## src/rtl/encoder_8to3_seq_if.sv

```systemverilog
// -----------------------------------------------------------------------------
// encoder_8to3_seq_if
//
// Purpose:
//    Bundles the request/handshake signals of the sequential 8-to-3 encoder so
//    that the producer/consumer side and the encoder share one port.
//
// Parameters:
//    N  - request vector width (only 8 is supported by the encoder)
//    W  - index width, clog2(N)
//
// Signals:
//    start  - capture request, sampled only while busy is low
//    d      - request vector, sampled on the start edge
//    ready  - consumer accepts the current index
//    valid  - y holds a pending index
//    y      - current index (0 whenever valid is low)
//    busy   - a capture is in progress
//    done   - one-cycle pulse at the end of each capture
//    count  - popcount of the captured vector, W+1 bits wide
//    zero   - the captured vector was all zeros
//
// Modports:
//    master - the side that issues requests and consumes indices
//    slave  - the encoder itself
// -----------------------------------------------------------------------------
interface encoder_8to3_seq_if #(
   parameter int N = 8,
   parameter int W = 3
);
   logic          start;
   logic [N-1:0]  d;
   logic          ready;
   logic          valid;
   logic [W-1:0]  y;
   logic          busy;
   logic          done;
   logic [W:0]    count;
   logic          zero;

   modport master (
      output start, d, ready,
      input  valid, y, busy, done, count, zero
   );

   modport slave (
      input  start, d, ready,
      output valid, y, busy, done, count, zero
   );
endinterface

```

## src/rtl/encoder_8to3_seq.sv

```systemverilog
// -----------------------------------------------------------------------------
// encoder_8to3_seq
//
// Purpose:
//    Sequential 8-to-3 encoder. On start it captures an 8-bit request vector
//    into a shadow register and then emits the binary index of every set bit,
//    one index per valid/ready handshake. After the last index it pulses done
//    for one cycle. The popcount of the captured vector and an all-zero flag
//    are held until the next capture.
//
// Configuration:
//    ENCODER_8TO3_MSB_FIRST_EN - when defined, indices are emitted highest bit
//    first (descending). When undefined (default), lowest bit first.
//    count, zero, handshake and timing are identical in both builds.
//
// Ports:
//    clk  - single clock, rising edge active
//    rst  - asynchronous, active-high reset; aborts any capture in flight
//    bus  - encoder_8to3_seq_if.slave:
//             in : start, d, ready
//             out: valid, y, busy, done, count, zero (all registered)
//
// Parameters:
//    N (8) and W (3); only N = 8, W = 3 is supported.
// -----------------------------------------------------------------------------
module encoder_8to3_seq #(
   parameter int N = 8,
   parameter int W = 3
) (
   input  logic                 clk,
   input  logic                 rst,
   encoder_8to3_seq_if.slave    bus
);

   typedef enum logic [1:0] {
      ST_IDLE = 2'd0,
      ST_SCAN = 2'd1,
      ST_DONE = 2'd2
   } state_t;

   // Number of set bits; one extra bit so an all-ones vector does not wrap.
   function automatic logic [W:0] popcount(input logic [N-1:0] v);
      logic [W:0] acc;
      acc = {(W+1){1'b0}};
      for (int i = 0; i < N; i++) begin
         acc = acc + {{W{1'b0}}, v[i]};
      end
      return acc;
   endfunction

   // Priority encode of the shadow register. The loop direction makes the
   // last matching bit win, which selects lowest- or highest-first order.
   function automatic logic [W-1:0] pick_index(input logic [N-1:0] v);
      logic [W-1:0] idx;
      idx = {W{1'b0}};
`ifdef ENCODER_8TO3_MSB_FIRST_EN
      for (int i = 0; i < N; i++) begin
         if (v[i]) begin
            idx = W'(i);
         end else begin
            idx = idx;
         end
      end
`else
      for (int i = N - 1; i >= 0; i--) begin
         if (v[i]) begin
            idx = W'(i);
         end else begin
            idx = idx;
         end
      end
`endif
      return idx;
   endfunction

   // One-hot mask for a bit index, used to retire the bit just handed out.
   function automatic logic [N-1:0] index_mask(input logic [W-1:0] idx);
      logic [N-1:0] one;
      one = {{(N-1){1'b0}}, 1'b1};
      return one << idx;
   endfunction

   state_t        state_q, state_d;
   logic [N-1:0]  s_q, s_d;
   logic [W:0]    count_q, count_d;
   logic          zero_q, zero_d;
   logic          valid_q, valid_d;
   logic [W-1:0]  y_q, y_d;
   logic          busy_q, busy_d;
   logic          done_q, done_d;

   // Next-state, shadow register and registered-output computation.
   always_comb begin
      state_d = state_q;
      s_d     = s_q;
      count_d = count_q;
      zero_d  = zero_q;

      case (state_q)
         ST_IDLE: begin
            if (bus.start) begin
               s_d     = bus.d;
               count_d = popcount(bus.d);
               zero_d  = (bus.d == {N{1'b0}});
               // An empty vector has nothing to hand out: go straight to DONE.
               if (bus.d == {N{1'b0}}) begin
                  state_d = ST_DONE;
               end else begin
                  state_d = ST_SCAN;
               end
            end else begin
               state_d = ST_IDLE;
            end
         end

         ST_SCAN: begin
            if (valid_q && bus.ready) begin
               s_d = s_q & ~index_mask(pick_index(s_q));
               if (s_d == {N{1'b0}}) begin
                  state_d = ST_DONE;
               end else begin
                  state_d = ST_SCAN;
               end
            end else begin
               state_d = ST_SCAN;
            end
         end

         ST_DONE: begin
            // start is deliberately not looked at here, so every capture is
            // followed by at least one IDLE cycle.
            state_d = ST_IDLE;
         end

         default: begin
            state_d = ST_IDLE;
            s_d     = {N{1'b0}};
         end
      endcase

      // Outputs are decoded from the next state so they can be registered
      // alongside it without adding a cycle of latency.
      valid_d = (state_d == ST_SCAN);
      busy_d  = (state_d != ST_IDLE);
      done_d  = (state_d == ST_DONE);
      if (state_d == ST_SCAN) begin
         y_d = pick_index(s_d);
      end else begin
         y_d = {W{1'b0}};
      end
   end

   // FSM state, shadow register and output flops; reset aborts any capture.
   always_ff @(posedge clk or posedge rst) begin
      if (rst) begin
         state_q <= ST_IDLE;
         s_q     <= {N{1'b0}};
         count_q <= {(W+1){1'b0}};
         zero_q  <= 1'b0;
         valid_q <= 1'b0;
         y_q     <= {W{1'b0}};
         busy_q  <= 1'b0;
         done_q  <= 1'b0;
      end else begin
         state_q <= state_d;
         s_q     <= s_d;
         count_q <= count_d;
         zero_q  <= zero_d;
         valid_q <= valid_d;
         y_q     <= y_d;
         busy_q  <= busy_d;
         done_q  <= done_d;
      end
   end

   assign bus.valid = valid_q;
   assign bus.y     = y_q;
   assign bus.busy  = busy_q;
   assign bus.done  = done_q;
   assign bus.count = count_q;
   assign bus.zero  = zero_q;

endmodule
```

## src/flat_wrapper.sv

```systemverilog
// flat-port wrapper written by rule: the top's interface ports become plain ports
module encoder_8to3_seq_flat 
#(
   parameter int N = 8,
   parameter int W = 3
)
  (clk, rst, bus_start, bus_d, bus_ready, bus_valid, bus_y, bus_busy, bus_done, bus_count, bus_zero);
  encoder_8to3_seq_if #(.N(N), .W(W)) bus_i ();
  input  logic clk;
  input  logic rst;
  input wire logic [$bits(bus_i.start)-1:0] bus_start;
  input wire logic [$bits(bus_i.d)-1:0] bus_d;
  input wire logic [$bits(bus_i.ready)-1:0] bus_ready;
  output wire logic [$bits(bus_i.valid)-1:0] bus_valid;
  output wire logic [$bits(bus_i.y)-1:0] bus_y;
  output wire logic [$bits(bus_i.busy)-1:0] bus_busy;
  output wire logic [$bits(bus_i.done)-1:0] bus_done;
  output wire logic [$bits(bus_i.count)-1:0] bus_count;
  output wire logic [$bits(bus_i.zero)-1:0] bus_zero;
  assign bus_i.start = bus_start;
  assign bus_i.d = bus_d;
  assign bus_i.ready = bus_ready;
  assign bus_valid = bus_i.valid;
  assign bus_y = bus_i.y;
  assign bus_busy = bus_i.busy;
  assign bus_done = bus_i.done;
  assign bus_count = bus_i.count;
  assign bus_zero = bus_i.zero;
  encoder_8to3_seq #(.N(N), .W(W)) u_core (.clk(clk), .rst(rst), .bus(bus_i));
endmodule
```

## config.mk

```make
export PLATFORM = sky130hd
export DESIGN_NAME = encoder_8to3_seq_flat
export DESIGN_NICKNAME = d
export VERILOG_FILES = /design/src/rtl/encoder_8to3_seq_if.sv /design/src/rtl/encoder_8to3_seq.sv /design/src/flat_wrapper.sv
export SDC_FILE = /design/constraint.sdc
export NUM_CORES = 1
export LEC_CHECK = 0
export CAP_MARGIN = 20
export CELL_PAD_IN_SITES_DETAIL_PLACEMENT = 1
export CELL_PAD_IN_SITES_GLOBAL_PLACEMENT = 1
export CORE_MARGIN = 2
export CORE_UTILIZATION = 43
export CTS_BUF_LIST = sky130_fd_sc_hd__clkbuf_8
export CTS_CLUSTER_SIZE = 20
export DETAILED_ROUTE_END_ITERATION = 10
export GPL_ROUTABILITY_DRIVEN = 0
export HOLD_SLACK_MARGIN = 0.06
export PLACE_DENSITY_LB_ADDON = 0.3
export SETUP_SLACK_MARGIN = 0.5
export SLEW_MARGIN = 5
export SYNTH_ARGS = -nofsm -noshare
export SYNTH_HDL_FRONTEND = slang
export SYNTH_SLANG_ARGS = --single-unit
```

## constraint.sdc

```tcl
create_clock -name clk -period 2.3 [get_ports clk]
set_input_delay 0.23 -clock clk [delete_from_list [all_inputs] [get_ports clk]]
set_output_delay 0.23 -clock clk [all_outputs]
set_load 0.02 [all_outputs]
```

==> flow_summary.ini, run 1 <==
[status]
outcome = finished, violations left
violations = negative setup slack

[synthesis]
ys_warn_count = 0
synth_top_area_share_pct = 36.84
ys_ff_latch = 21
synth_cells = 142
synth-main-ff-cell = dfrtp_1
synthesis.area_mm2 = 0.001426
synth_fp_nets = 162
yosysTopAreaCell = dfrtp_1
synthArstFlopShare_pct = 100.0
synth_edf_count = 0
avgSynthCellArea_um2 = 10.04
synthTopCellsByArea = dfrtp_1 (37%), fa_1 (5.6%), inv_1 (5.5%)
seq_area_frac_synth_pct = 36.84
synth_cell_types = 52

[setup_path]
critPathSlowestCell = fa_1
critical_path_arrival_ps = 2580
worstSetupPathType = in -> reg
crit_family = adder cells
slowest_delay_ps = 510
endpoint_kind = flop
critPathLaunchType = primary input
crit_fanout = 2
crit_top_cell = inv_2
cp.buffers_inverters = 5
crit_chain = buf_8 > inv_8 > ha_4 > inv_2 > fa_1 > fa_1 > inv_2 > fa_2 > inv_2 > fa_2 > o21ai_1
cp_data_required_time_ps = 2500

[global_route]
grt_use_met3_pct = 3.571
grt_pass1_wl_um = 6969
grt-ovfl-total = 0
antenna_found_initial = 0
grt_util_met2_pct = 49.17
grt_use_met1_pct = 29.99
grtUsageTotal_pct = 26.22
grt_max_degree = 22
grt_busiest_layer = met2
grt_pass1_vias = 1412

[final_layout]
final.fill_count = 337
syn2layout_area_growth_pct = 45.97
antenna_cells = 0
nets = 205
seqCellArea_um2 = 533.0
final_cells = 228
drive_gt1_share_pct = 42.39
multiInputGateArea_um2 = 965.9

[floorplanning]
dieArea_mm2 = 0.003794
die_h_um = 61.60
die_x_um = 61.60
io-pin-count = 23
core_mm2 = 0.003103
start_util_pct = 45.97
rows = 20

[route]
first_pass_iters = 4
drc = 0
vias_per_cell = 5.789
postRouteAntennaNets = 0
drt_iter0_markers = 67
vias = 1320
wl_um = 5055
routedWlPerCell_um = 22.17

[placed_design]
io_buffers = 22
dp_hpwl_um = 3001
placed_cells = 215

[sta]
fin_crit_sh_pct = 103.6
drv_slew = 0
fin_crit_ps = 2383
fin_tns_setup_ps = -106.0
slew_headroom_pct = 46.23
setup_slack_ps = -83.46
finClkSkew_ps = 4.179
worst_pin_slew_ps = 805.6
finalHoldViolCount = 0
setup_viol = 2
fmax_mhz = 419.6
rsz0062_at_grt = yes

[cts]
root_buffer = clkbuf_8
clk_latency_ps = 270
cts_hold_buf = 0
cts.htree.levels = 1
clock-sinks = 21
cts.path.max_buffers = 2
cts_tree = built
numCtsBuffers = 3
clk_transition_reported_paths_ps = 90

[power_and_ir_drop]
finalPower_mw = 3.063
powerDensity_mw_per_mm2 = 1471
vdd_drop_max_mv = 0.8494
p_leak_nw = 0.8924

[flow_run]
drv_cap = 0

[worst_hold_path]
worstHoldPathType = in -> async
==> Yosys cell counts (all sizes together) (2+ instances only) <==
master	count
nor3	2
inv	21
a211o	2
buf	5
nor3b	3
nor2b	3
dfrtp	21
a2111oi	2
ha	4
nand2	12
a22o	3
nor4b	2
nor4	2
o21ai	7
o31ai	4
a211oi	5
or3	2
a21oi	7
fa	4
nor2	6
o211ai	3
==> layout make-up <==
type | count | share of cell area (%)
well taps | 44 | 2.644
clock buffers | 3 | 1.983
inverters | 21 | 4.387
repair buffers | 44 | 18.75
multi-input cells | 94 | 46.39
clock inverters | 1 | 0.2404
flip-flops and latches | 21 | 25.60
==> what timing repair did <==
action                                  CTS  global route
endpoints found under the setup margin   11            11
hold endpoints to repair                  0             0
buffers inserted                          3             6
resized for setup                        29            30
pin swaps                                 8            10
==> final timing paths <==
path | startpoint | endpoint | slack, ps | cells after the start
min | rst | u_core.bus.done | 420 | 2
max in group asynchronous | rst | u_core.s_q[2] | 1330 | 2
min reg2reg | u_core.bus.count[0] | u_core.bus.count[0] | 480 | 2
max reg2reg | u_core.s_q[1] | u_core.bus.y[0] | 240 | 5
max | bus_d[1] | u_core.bus.count[1] | -80 | 11
min in group clk | u_core.bus.count[0] | u_core.bus.count[0] | 480 | 2
==> stage by stage <==
step	worst slack (ps)	hold slack [ps]	cell area (µm²)	utilization, %
finish	-83.46	416.3	2082	67.10
global route	-150.1	508.1	2082	67.10
CTS	-133.6	455.1	1923	61.98
detailed placement	-896.1	469.3	1792	57.74
global placement	-828.4	461.4	1792	57.74
floorplan	-182.5	206.5	1473	-
==> flip-flops by register name, summed over array words and instances (netlist names) <==
signal,count
u_core.bus.zero,1
u_core.state_q,2
u_core.s_q,8
u_core.bus.valid,1
u_core.bus.done,1
u_core.bus.count,4
u_core.bus.busy,1
u_core.bus.y,3
==> where the power goes <==
group | internal [mW] | switching [mW] | leakage [nW]
clock | 0.121 | 0.138 | 0.0255
sequential | 0.530 | 0.208 | 0.259
combinational | 0.920 | 1.15 | 0.608
total | 1.57 | 1.49 | 0.892
==> logic make-up after synthesis <==
| group | Yosys count | synth area share (%) |
|---|---|---|
| adders and majority gates | 8 | 9.123 |
| xor gates and xnor gates | 1 | 0.6141 |
| and+or+nand+nor | 42 | 18.25 |
| muxes | 1 | 0.7018 |
| DFF | 21 | 36.84 |
| AOI/OAI and AO/OA | 42 | 25.61 |
| buffers and inverters | 27 | 8.860 |
==> cell usage in the layout (no fill, tap or decap), drive strengths merged, types with 3 or more instances in the layout <==
| cell type | n |
|---|---|
| o31ai | 4 |
| a211oi | 5 |
| o211ai | 3 |
| clkdlybuf4s50 | 17 |
| ha | 4 |
| clkbuf | 5 |
| a22o | 3 |
| buf | 22 |
| nand2 | 12 |
| o21ai | 7 |
| inv | 21 |
| nor2 | 6 |
| fa | 4 |
| dlygate4sd2 | 3 |
| nor3b | 3 |
| nor2b | 3 |
| dfrtp | 21 |
| a21oi | 7 |
==> routing by layer <==
metal / routed length, µm / vias to the layer above
li1: - / 586
met1: 1973 / 658
met2: 2659 / 64
met3: 288 / 12
met4: 133 / 0
met5: 0 / -
No activity file was read; power rests on OpenSTA's default activity.
==> run 2: changes to the inputs <==
--- a/config.mk
+++ b/config.mk
@@ -15,9 +15,8 @@
 export DETAILED_ROUTE_END_ITERATION = 10
 export GPL_ROUTABILITY_DRIVEN = 0
 export HOLD_SLACK_MARGIN = 0.06
-export PLACE_DENSITY_LB_ADDON = 0.3
+export PLACE_DENSITY = 0.9
 export SETUP_SLACK_MARGIN = 0.5
-export SLEW_MARGIN = 5
 export SYNTH_ARGS = -nofsm -noshare
 export SYNTH_HDL_FRONTEND = slang
 export SYNTH_SLANG_ARGS = --single-unit
==> run 2 against run 1 <==
Net effect:
- the run still ends with negative setup slack left
- flip-flop and latch count unchanged
- highest routed layer unchanged
- register-to-register slack worse by 20 ps
- combinational power shrank 15%
- core utilization down 4.5 points
- critical endpoint unchanged
==> flow_summary.ini, run 2 (synthesis gave the netlist of run 1 again) <==
[final_layout]
largest_reg_flops = 8
post-route-util_pct = 62.62
top_register = u_core.s_q
final_cell_area_mm2 = 0.001943
final_common_cell = dfrtp_1
final_cell_mix = dfrtp_1 (19), clkdlybuf4s50_1 (17), buf_4 (16)
syn2layout_area_growth_pct = 36.23
antenna_cells = 0
nets = 200
drive_gt1_share_pct = 33.52

[sta]
finClkSkew_ps = 8.646
drv_slew = 0
rsz0062_at_grt = yes
whs_ps = 408.3
worst_pin_slew_ps = 817.0
fin_crit_sh_pct = 107.8
fmax_mhz = 403.2
setup_viol = 3
setup_slack_ps = -180.1
slew_headroom_pct = 45.47
fin_crit_ps = 2480
finalHoldViolCount = 0

[setup_path]
rr_startpoint = u_core.s_q[3]
cp_data_required_time_ps = 2500
worstSetupPathType = in -> reg
reg2reg_slack_ps = 220
crit_start = bus_d[0]
rr_worst_depth = 6
rr_endpoint = u_core.bus.y[2]
critPathLaunchType = primary input
critical_path_arrival_ps = 2680
worstSetupEndpoint = u_core.bus.count[1]
crit_fanout = 2
endpoint_kind = flop

[global_route]
grt_pass1_wl_um = 7024
grt-ovfl-total = 0
grt_pass1_vias = 1343
grt_max_degree = 22
grt_busiest_layer = met2
grt_use_met1_pct = 31.90
antenna_found_initial = 0
grt_use_met3_pct = 3.151
grt_util_met2_pct = 47.67
grtUsageTotal_pct = 26.08

[route]
postRouteAntennaNets = 0
routedWlPerCell_um = 21.35
vias = 1289
wl_um = 4761
drc = 0
vias_per_cell = 5.780
first_pass_iters = 4
drt_iter0_markers = 89

[floorplanning]
die_x_um = 61.60
core_mm2 = 0.003103
rows = 20
dieArea_mm2 = 0.003794
io-pin-count = 23
die_h_um = 61.60
start_util_pct = 45.97

[cts]
numCtsBuffers = 3
clk_transition_reported_paths_ps = 90
clk_latency_ps = 270
cts.htree.levels = 1
clock-sinks = 21
cts.path.max_buffers = 2
root_buffer = clkbuf_8
cts_tree = built
cts_hold_buf = 0

[power_and_ir_drop]
powerDensity_mw_per_mm2 = 1413
p_leak_nw = 0.8626
vdd_drop_max_mv = 0.7174

[worst_hold_path]
worstHoldPathType = in -> async

[placed_design]
place_area_mm2 = 0.001784
io_buffers = 22
dp_hpwl_um = 3122
pre_cts_ws_ps = -941.1

[status]
violations = negative setup slack
outcome = finished, violations left

[flow_run]
drv_cap = 0
[run 2: cell count changes in the layout (fill, tap and decap cells not counted), sizes merged]
cell / before / now
buf: 22 / 19
clkbuf: 5 / 3
dlygate4sd2: 3 / 2
dlymetal6s2s: 0 / 1
[run 2: layout make-up]
class	instances	area, µm²
clock buffers	3	41.29
clock inverters	1	5.005
fillers	360	1160
inverters	21	91.34
multi-input cells	94	867.1
flip-flops and latches	21	528.0
well taps	44	55.05
repair buffers	39	355.3
[run 2: stage by stage]
| step | total power, mW | setup TNS, ps | std cells |
|---|---|---|---|
| after floorplan | 1.762 | -287.0 | 142 |
| after global placement | 2.100 | -3299 | 214 |
| after detailed placement | 2.192 | -3986 | 214 |
| after CTS | 2.516 | -440.3 | 219 |
| after global routing | 2.893 | -608.6 | 223 |
| final | 2.745 | -438.4 | 223 |
[run 2: worst min path at each step]
stage | cells past startpoint | end | slack, ps | from
3_5_place_dp | 2 | u_core.bus.count[0] | 480 | u_core.bus.count[0]
2_1_floorplan | 1 | u_core.bus.busy | 210 | rst
4_1_cts | 2 | u_core.bus.zero | 440 | rst
6_report | 2 | u_core.bus.busy | 410 | rst
5_1_grt | 2 | u_core.bus.busy | 510 | rst
3_3_place_gp | 2 | u_core.bus.count[0] | 460 | u_core.bus.count[0]
[run 2: power breakdown]
part / total, mW / internal [mW] / switching, mW / leakage (nW)
Sequential: 0.728 / 0.525 / 0.203 / 0.264
Clock: 0.259 / 0.121 / 0.138 / 0.0255
Combinational: 1.76 / 0.791 / 0.966 / 0.573
[run 2: per-layer routing]
metal,routed length [µm],share of wire [%],vias up
met2,2569,54,36
met4,32,0.67,0
met1,2022,42,671
met5,0,0,-
met3,136,2.9,4
li1,-,-,578
[run 2: what timing repair did]
| action | 4_1_cts | 5_1_grt |
|---|---|---|
| pin swaps | 6 | 7 |
| endpoints found under the setup margin | 9 | 10 |
| endpoints found under the hold margin | 0 | 0 |
| gates resized for setup | 27 | 8 |
| buffers inserted | 1 | 4 |
[run 2: worst max-delay path: stages]
cell     delay [ps]
buf_8            90
inv_6            30
ha_4            250
inv_2            40
fa_1            470
fa_1            530
inv_2            50
fa_2            360
inv_2            70
fa_2            420
o21ai_1         120
==> run 3: changes to the inputs <==
--- a/config.mk
+++ b/config.mk
@@ -11,6 +11,7 @@
 export CORE_MARGIN = 2
 export CORE_UTILIZATION = 43
 export CTS_BUF_LIST = sky130_fd_sc_hd__clkbuf_8
+export CTS_CLUSTER_DIAMETER = 100
 export CTS_CLUSTER_SIZE = 20
 export DETAILED_ROUTE_END_ITERATION = 10
 export GPL_ROUTABILITY_DRIVEN = 0
==> results of run 3 <==
Same layout as run 2: the final DEF is identical, and so are final timing and power.
